## config.mk

```make
export PLATFORM = sky130hd
export DESIGN_NAME = seq_detector_param
export DESIGN_NICKNAME = d
export VERILOG_FILES = /design/src/rtl/seq_det_pkg.sv /design/src/rtl/seq_det_match.sv /design/src/rtl/seq_detector_param.sv
export SDC_FILE = /design/constraint.sdc
export NUM_CORES = 1
export LEC_CHECK = 0
export BUFFER_PORTS_ARGS = -buffer_cell sky130_fd_sc_hd__buf_2
export CAP_MARGIN = 20
export CORE_MARGIN = 2
export CORE_UTILIZATION = 30
export DETAILED_ROUTE_END_ITERATION = 10
export SYNTH_ARGS = -nofsm -noshare
export SYNTH_HDL_FRONTEND = slang
export SYNTH_SLANG_ARGS = --single-unit
```

## constraint.sdc

```tcl
create_clock -name clk -period 4.3 [get_ports clk]
set_input_delay 0.86 -clock clk [delete_from_list [all_inputs] [get_ports clk]]
set_output_delay 0.86 -clock clk [all_outputs]
set_load 0.02 [all_outputs]
```

## src/rtl/seq_det_pkg.sv

```systemverilog
// Shared constants and types for the parameterisable serial sequence detector.
// Optional build macro SEQ_DET_MATCH_CNT_EN (used by the top) enables the match counter.
package seq_det_pkg;

    localparam int SEQ_MAX_LEN = 8;
    localparam logic [7:0] SEQ_DEF_PAT = 8'b0010_1111;
    localparam int SEQ_DEF_LEN = 6;

    typedef enum logic {
        SEQ_NONOVL = 1'b0,
        SEQ_OVL    = 1'b1
    } seq_mode_e;

    function automatic int seq_len_w(input int max_len);
        return $clog2(max_len + 1);
    endfunction

endpackage

```

## src/rtl/seq_det_match.sv

```systemverilog
// Combinational masked compare of the newest len bits of {history, x} against the pattern.
// Optional build macro SEQ_DET_MATCH_CNT_EN has no effect on this file.
module seq_det_match
    import seq_det_pkg::*;
#(
    parameter int MAX_LEN = SEQ_MAX_LEN,
    localparam int LEN_W = seq_len_w(MAX_LEN)
) (
    input  logic [MAX_LEN-1:0] i_word,
    input  logic [MAX_LEN-1:0] i_pat,
    input  logic [LEN_W-1:0]   i_len,
    input  logic [LEN_W-1:0]   i_v_next,
    output logic               o_match
);

    logic [MAX_LEN-1:0] w_mask;
    logic               w_len_ok;

    assign w_len_ok = (i_len != '0) && (i_len <= LEN_W'(MAX_LEN));

    always_comb begin
        w_mask = '0;
        for (int i = 0; i < MAX_LEN; i++) begin
            w_mask[i] = (i < int'(i_len));
        end
    end

    // Require enough accepted bits so stale or cleared history never completes a match.
    assign o_match = w_len_ok && (i_v_next >= i_len) &&
                     (((i_word ^ i_pat) & w_mask) == '0);

endmodule

```

## src/rtl/seq_detector_param.sv

```systemverilog
// Moore serial sequence detector with loadable pattern/length/overlap mode and a valid qualifier.
// Build macro SEQ_DET_MATCH_CNT_EN adds a saturating match counter; otherwise match_cnt is tied to 0.
module seq_detector_param
    import seq_det_pkg::*;
#(
    parameter int               MAX_LEN = SEQ_MAX_LEN,
    parameter logic [MAX_LEN-1:0] DEF_PAT = SEQ_DEF_PAT,
    parameter int               DEF_LEN = SEQ_DEF_LEN,
    parameter bit               DEF_OVL = 1'b0,
    parameter int               CNT_W   = 8,
    localparam int              LEN_W   = seq_len_w(MAX_LEN)
) (
    input  logic               clk,
    input  logic               rst,
    input  logic               x,
    input  logic               x_vld,
    input  logic               load,
    input  logic [MAX_LEN-1:0] cfg_pat,
    input  logic [LEN_W-1:0]   cfg_len,
    input  logic               cfg_ovl,
    output logic               z,
    output logic [CNT_W-1:0]   match_cnt
);

    logic [MAX_LEN-1:0] r_pat;
    logic [LEN_W-1:0]   r_len;
    seq_mode_e          r_ovl;
    // The oldest history bit can never take part in a compare, so only MAX_LEN-1 bits are kept.
    logic [MAX_LEN-2:0] r_h;
    logic [LEN_W-1:0]   r_v;
    logic               r_z;

    logic [MAX_LEN-1:0] w_word;
    logic [LEN_W-1:0]   w_v_next;
    logic               w_match;

    assign w_word   = {r_h, x};
    assign w_v_next = (r_v == LEN_W'(MAX_LEN)) ? r_v : r_v + LEN_W'(1);

    seq_det_match #(
        .MAX_LEN (MAX_LEN)
    ) u_match (
        .i_word   (w_word),
        .i_pat    (r_pat),
        .i_len    (r_len),
        .i_v_next (w_v_next),
        .o_match  (w_match)
    );

    always_ff @(posedge clk) begin
        if (rst) begin
            r_pat <= DEF_PAT;
            r_len <= LEN_W'(DEF_LEN);
            r_ovl <= seq_mode_e'(DEF_OVL);
            r_h   <= '0;
            r_v   <= '0;
            r_z   <= 1'b0;
        end else if (load) begin
            r_pat <= cfg_pat;
            r_len <= cfg_len;
            r_ovl <= seq_mode_e'(cfg_ovl);
            r_h   <= '0;
            r_v   <= '0;
            r_z   <= 1'b0;
        end else if (x_vld) begin
            r_h   <= w_word[MAX_LEN-2:0];
            r_v   <= (w_match && (r_ovl == SEQ_NONOVL)) ? '0 : w_v_next;
            r_z   <= w_match;
        end else begin
            r_z   <= 1'b0;
        end
    end

    assign z = r_z;

`ifdef SEQ_DET_MATCH_CNT_EN
    logic [CNT_W-1:0] r_cnt;

    always_ff @(posedge clk) begin
        if (rst || load) begin
            r_cnt <= '0;
        end else if (x_vld && w_match && (r_cnt != '1)) begin
            r_cnt <= r_cnt + CNT_W'(1);
        end
    end

    assign match_cnt = r_cnt;
`else
    assign match_cnt = '0;
`endif

endmodule

```

==> results.py, run 1 <==
metrics = {
    "status": {
        "status": "finished, final reports clean",
    },
    "global_route": {
        "grt_use_total_pct": 11.0,
        "grt_pass1_vias": 968,
        "grt_pass1_wl_um": 4400,
        "grt-ovfl-total": 0,
        "antenna_found_initial": 0,
        "grt_max_degree": 18,
    },
    "cells_and_area": {
        "fillers": 452,
        "synthToLayoutAreaGrowth_pct": 10.4,
        "layout-drive-gt1-share_pct": 15.0,
        "nNetsFinal": 185,
        "diodes": 0,
        "fin_cells": 210,
        "multiInputGateArea_um2": 717,
        "layout.area.seq_um2": 500,
    },
    "worst_setup_path": {
        "cp_data_required_time_ns": 4.48,
        "critPathArrivalTime_ns": 2.36,
        "path_cells": "inv_1 -> ha_1 -> nand2_1 -> nand2_1 -> mux2i_1 -> ha_1 -> o21ai_0 -> a21oi_1 -> o2111a_2 -> a211oi_1",
        "startpoint_type": "register",
        "end_kind": "register",
        "critPathKind": "register to register",
        "cp_slowest_cell": "dfxtp_1",
        "ff2ff_path_depth": 10,
        "cp_max_fo": 5,
        "worst_path_largest_cell_delay_ns": 0.38,
    },
    "cts": {
        "hold_buffers": 0,
        "htreeDepth": 1,
        "clock_latency_ns": 0.27,
        "cts_tree": "done",
        "post_cts_buffers": 0,
        "path_clk_slew_ns": 0.09,
        "cts_buffers": 3,
        "clock-sinks": 25,
        "cts_root_buf": "clkbuf_8",
        "cts_buffer_depth": 2,
        "post_cts_resized": 0,
    },
    "detailed_routing": {
        "routed_via_density": 4.60,
        "dr.pass1.iters": 4,
        "ant_nets": 0,
        "drc": 0,
        "postRouteWirelength_um": 2420,
        "vias": 967,
        "dr.first_iter.drc_count": 19,
        "avgRoutedWirePerCell_um": 11.5,
    },
    "run": {
        "cap_violations": 0,
    },
    "sta": {
        "setup_slack_ns": 2.12,
        "setup_viol": 0,
        "period_share_pct": 50.7,
        "slew_violations": 0,
        "max_freq_ghz": 0.459,
        "fin_setup_tns_ns": 0,
        "rsz0062_at_grt": "no",
        "holdWs_ns": 0.509,
        "finalCriticalPeriod_ns": 2.18,
        "hold_viol": 0,
        "finClkSkew_ns": 0.00179,
    },
    "die": {
        "die_h_um": 70.0,
        "io_pins": 27,
        "dieArea_um2": 4900,
        "initial_utilization_pct": 32.0,
        "coreArea_um2": 4090,
        "rows": 23,
        "die_width_um": 70.0,
    },
    "placement": {
        "post-place-ws_ns": 2.14,
        "numPortBuffers": 18,
        "place_congestion": 0.760,
        "dpl.hpwl_um": 1820,
        "dp.cells": 206,
    },
    "logic_synthesis": {
        "yosysUniqueCellTypes": 30,
        "syn_area_um2": 1310,
        "yosysMostFrequentCell": "dfxtp_1",
        "synth-edff-count": 0,
        "yosysWarnings": 0,
        "synth_common_cells": "dfxtp_1 (25), mux2i_1 (19), nor2_1 (16)",
        "synth_top_area_share_pct": 38.3,
        "synth_area_leaders": "dfxtp_1 (38%), mux2i_1 (15%), xnor2_1 (6.0%), ha_1 (5.7%), buf_4 (4.6%)",
        "syn_area_per_cell_um2": 8.95,
        "yosysTopAreaCell": "dfxtp_1",
        "syn_inst": 146,
        "synth_seq_cells": 25,
        "synth-seq-area-share_pct": 38.3,
        "synth_ff_type": "dfxtp_1",
        "synthArstFlopShare_pct": 0,
    },
    "min_path": {
        "hp-class": "register to register",
        "hold_depth": 2,
    },
    "power_and_ir_drop": {
        "vdd_ir_drop_max_v": 0.000186,
        "power_density_nw_per_um2": 310,
        "power.leakage_nw": 0.632,
    },
}
## cells in the final DEF (no fill, tap or decap)
master	count
nand4_1	1
nor2b_1	2
o211ai_1	2
nor2_1	16
nor3_1	1
nor4b_1	1
xnor2_1	9
xor2_1	3
nor3b_1	1
or2_2	1
clkbuf_8	3
o21ai_0	5
buf_2	18
ha_1	6
nand2_1	10
or4_1	1
conb_1	8
o2111a_2	1
dfxtp_1	25
a211oi_1	3
a31oi_1	2
clkinv_2	1
a21oi_1	3
mux2i_1	19
inv_1	7
and3_1	1
nor4_1	1
o22ai_1	4
nand3_1	5
## worst max-delay path, delay by kind of cell (launching register included)
family | cells | cell delay, ns
flip-flops | 1 | 0.38
multiplexers | 1 | 0.24
adder cells (fa/ha/maj) | 2 | 0.49
buffers and inverters | 1 | 0.10
AND/OR/NAND/NOR | 2 | 0.16
AO/OA/AOI/OAI | 4 | 0.72
## cell type report
type	count	area share [%]
multi-input combinational	106	49.7
sequential	25	34.7
timing repair buffer	18	6.24
tap	50	4.34
clock buffer	3	2.86
inverter	7	1.82
clock inverter	1	0.347
## stage by stage
step / utilization, % / area, um2 / power, W
after floorplan: - / 1330 / 0.000302
after global placement: 34.2 / 1400 / 0.000313
after detailed placement: 34.2 / 1400 / 0.000313
after CTS: 35.3 / 1440 / 0.000452
after global routing: 35.3 / 1440 / 0.000470
final: 35.3 / 1440 / 0.000447
## state kept, by name (all words and copies together), names as in the netlist
signal / flops
r_h: 7
r_len: 4
r_ovl: 1
r_pat: 8
r_v: 4
z: 1
## power by group
part            total, W  internal (W)  leakage, nW  switching (W)
clock network   0.000140     0.0000648       0.0255      0.0000751
registers       0.000250      0.000240        0.205     0.00000960
logic          0.0000575     0.0000252        0.402      0.0000323
## logic make-up (layout without fill, tap and decap cells)
group           count (synthesis)  in the layout  synth area share, %
xor+xnor                       12             12                 8.05
mux                            19             19                 14.6
other cells                     1              8                0.287
compound gates                 20             20                 9.77
flops                          25             25                 38.3
simple gates                   41             41                 14.5
buf+inv                        22             29                 8.81
fa+ha+maj                       6              6                 5.75
## per-layer routing
metal	vias to the layer above	global-route usage [%]	part of all wire (%)
met5	-	0	0
li1	509	-	-
met1	436	14.6	52
met4	0	3.85	1.5
met2	18	17.4	43
met3	4	2.60	3.2
## final timing paths
| check | slack (ns) | to | start |
|---|---|---|---|
| max | 2.12 | r_v[0] | r_v[0] |
| min | 0.51 | r_pat[3] | r_pat[3] |
| max reg2reg | 2.12 | r_v[0] | r_v[0] |
| min reg2reg | 0.51 | r_pat[3] | r_pat[3] |
Power figures use the tool's default switching activity.
==> inputs of run 2 (changes only) <==
--- a/config.mk
+++ b/config.mk
@@ -5,6 +5,7 @@
 export SDC_FILE = /design/constraint.sdc
 export NUM_CORES = 1
 export LEC_CHECK = 0
+export ABC_AREA = 1
 export BUFFER_PORTS_ARGS = -buffer_cell sky130_fd_sc_hd__buf_2
 export CAP_MARGIN = 20
 export CORE_MARGIN = 2
==> constraint.sdc (replaced) <==
create_clock -name clk -period 2.1 [get_ports clk]
set_input_delay 0.42 -clock clk [delete_from_list [all_inputs] [get_ports clk]]
set_output_delay 0.42 -clock clk [all_outputs]
set_load 0.02 [all_outputs]
==> run 2 against run 1 <==
Compared with the run above:
- routed wire length grew 6.5%
- total power increased by 110%
- largest cell class unchanged
- clock power grew 100%
- cell count grew 25%
==> results.py, run 2 <==
metrics = {
    "status": {
        "status": "finished, final reports clean",
    },
    "power_and_ir_drop": {
        "finalPower_w": 0.000937,
        "power_density_nw_per_um2": 627,
        "power.leakage_nw": 0.736,
        "vdd_ir_drop_max_v": 0.000373,
    },
    "global_route": {
        "grt-ovfl-total": 0,
        "grt_pass1_vias": 1086,
        "grt_use_total_pct": 11.6,
        "grt_max_degree": 18,
        "antenna_found_initial": 0,
        "grt_pass1_wl_um": 4600,
    },
    "placement": {
        "place_congestion": 0.792,
        "numPortBuffers": 18,
        "dpl.hpwl_um": 2060,
    },
    "cts": {
        "htreeDepth": 1,
        "cts_root_buf": "clkbuf_8",
        "post_cts_resized": 0,
        "clock_latency_ns": 0.27,
        "path_clk_slew_ns": 0.09,
        "cts_buffers": 3,
        "cts_tree": "done",
        "hold_buffers": 0,
        "post_cts_buffers": 0,
        "cts_buffer_depth": 2,
        "clock-sinks": 25,
    },
    "logic_synthesis": {
        "synth_fa_ha_area_share_pct": 5.64,
        "syn_area_um2": 1330,
        "synth_top_family_by_area": "simple AND/OR/NAND/NOR gates",
        "synth_ff_type": "dfxtp_1",
        "yosysWarnings": 0,
        "syn_inst": 193,
        "yosys.area_share.simple_pct": 24.1,
        "synth_common_cells": "nand2_1 (48), inv_1 (27), dfxtp_1 (25)",
        "yosys-mux-area-fraction_pct": 0,
        "synth-edff-count": 0,
        "synth_seq_cells": 25,
        "synth-seq-area-share_pct": 37.6,
        "synth_top_area_share_pct": 37.6,
        "synthArstFlopShare_pct": 0,
        "yosysTopAreaCell": "dfxtp_1",
        "yosysUniqueCellTypes": 20,
        "syn_area_per_cell_um2": 6.90,
        "synth_xor_area_share_pct": 3.29,
        "yosysMostFrequentCell": "nand2_1",
        "synth-compound-area-share_pct": 15.4,
        "synth_area_leaders": "dfxtp_1 (38%), nand2_1 (14%), a21oi_1 (7.9%), inv_1 (7.6%), o21ai_0 (7.1%)",
    },
    "cells_and_area": {
        "nNetsFinal": 236,
        "diodes": 0,
        "fillers": 488,
        "reg_top3": "r_pat (8), r_h (7)",
        "fin_util_pct": 34.5,
        "final_cell_mix": "nand2_1 (48), inv_1 (27), dfxtp_1 (24)",
        "layout-drive-gt1-share_pct": 15.2,
        "top_register": "r_pat",
        "final_common_cell": "nand2_1",
        "largest_register_ff_count": 8,
        "synthToLayoutAreaGrowth_pct": 12.2,
    },
    "worst_setup_path": {
        "cp_data_required_time_ns": 2.30,
        "cp_max_fo": 5,
        "r2r-start": "r_v[0]",
        "startpoint_type": "register",
        "r2r_end": "r_v[2]",
        "ff2ff_path_depth": 15,
        "end_kind": "register",
        "critPathArrivalTime_ns": 2.08,
        "critPathKind": "register to register",
        "r2r_setup_slack_ns": 0.22,
        "cp-startpoint": "r_v[0]",
        "endpoint": "r_v[2]",
    },
    "detailed_routing": {
        "dr.pass1.iters": 4,
        "vias": 1168,
        "postRouteWirelength_um": 2580,
        "ant_nets": 0,
        "routed_via_density": 4.44,
        "avgRoutedWirePerCell_um": 9.81,
        "drc": 0,
        "dr.first_iter.drc_count": 23,
    },
    "run": {
        "cap_violations": 0,
    },
    "sta": {
        "finClkSkew_ns": 0.00566,
        "setup_viol": 0,
        "max_freq_ghz": 0.531,
        "hold_viol": 0,
        "fin_setup_tns_ns": 0,
        "finalCriticalPeriod_ns": 1.88,
        "period_share_pct": 89.7,
        "slew_violations": 0,
    },
    "die": {
        "die_h_um": 70.6,
        "dieArea_um2": 4990,
        "rows": 24,
        "coreArea_um2": 4320,
        "die_width_um": 70.6,
        "io_pins": 27,
        "initial_utilization_pct": 30.8,
    },
    "min_path": {
        "hp-class": "primary input to register",
    },
}
-- run 2: changes by cell type after synthesis, sizes merged, moves of 9 or more --
| cell | previous run | this run |
|---|---|---|
| nand2 | 10 | 49 |
| inv | 7 | 29 |
| mux2i | 19 | 0 |
| a21oi | 3 | 21 |
| o21ai | 5 | 20 |
| xnor2 | 9 | 0 |
-- run 2: metal layers --
| metal | part of all wire (%) | track usage (%) |
|---|---|---|
| met1 | 47 | 14.7 |
| met5 | 0 | 0 |
| met4 | 2.3 | 6.50 |
| met3 | 3.7 | 1.28 |
| met2 | 47 | 19.1 |
-- run 2: worst min path at each step --
stage                          start  endpoint  slack (ns)  cells past startpoint
after floorplan               r_h[6]    r_h[6]        0.45                      2
after global placement      r_pat[3]  r_pat[3]        0.46                      2
after detailed placement    r_pat[7]  r_pat[7]        0.47                      2
after CTS                 cfg_pat[5]  r_pat[5]        0.35                      3
after global routing      cfg_pat[0]  r_pat[0]        0.37                      3
final                     cfg_pat[5]  r_pat[5]        0.35                      3
-- run 2: metrics by stage --
step | setup slack [ns] | hold slack, ns | area [um2] | cells
floorplan | 0.343 | 0.448 | 1360 | 200
global placement | 0.208 | 0.463 | 1440 | 259
global route | -0.000390 | 0.365 | 1490 | 263
finish | 0.216 | 0.355 | 1490 | 263
CTS | 0.112 | 0.348 | 1490 | 263
detailed placement | 0.142 | 0.469 | 1440 | 259
-- run 2: cell families (layout without fill, tap and decap cells) --
family | after synthesis | count (layout)
AOI/OAI and AO/OA | 41 | 41
xor gates and xnor gates | 5 | 5
adders and majority gates | 6 | 6
buffers and inverters | 40 | 51
DFF | 25 | 25
other | 1 | 8
and+or+nand+nor | 75 | 75
-- run 2: layout make-up --
| type | instances | area (um2) | share of cell area [%] |
|---|---|---|---|
| Clock buffer | 3 | 41.3 | 2.76 |
| Clock inverter | 1 | 5.00 | 0.335 |
| Inverter | 29 | 109 | 7.29 |
| Multi-Input combinational cell | 135 | 682 | 45.6 |
| Sequential cell | 25 | 502 | 33.6 |
| Tap cell | 52 | 65.1 | 4.36 |
| Timing Repair Buffer | 18 | 90.1 | 6.03 |
-- run 2: where the power goes --
part	switching (W)	internal, W
logic	0.0000905	0.0000494
clock network	0.000151	0.000133
registers	0.0000162	0.000497
total	0.000258	0.000679
-- run 2: critical path, stage by stage (launching register included) --
cell     delay, ns
dfxtp_2       0.37
inv_1         0.05
ha_1          0.19
nand2_1       0.08
nand3_1       0.06
o21ai_0       0.14
ha_1          0.31
nand2_1       0.06
inv_1         0.03
nand2_1       0.05
nand3_1       0.06
nand2_1       0.06
inv_1         0.05
nand4_2       0.11
nand2_1       0.06
a21oi_1       0.12
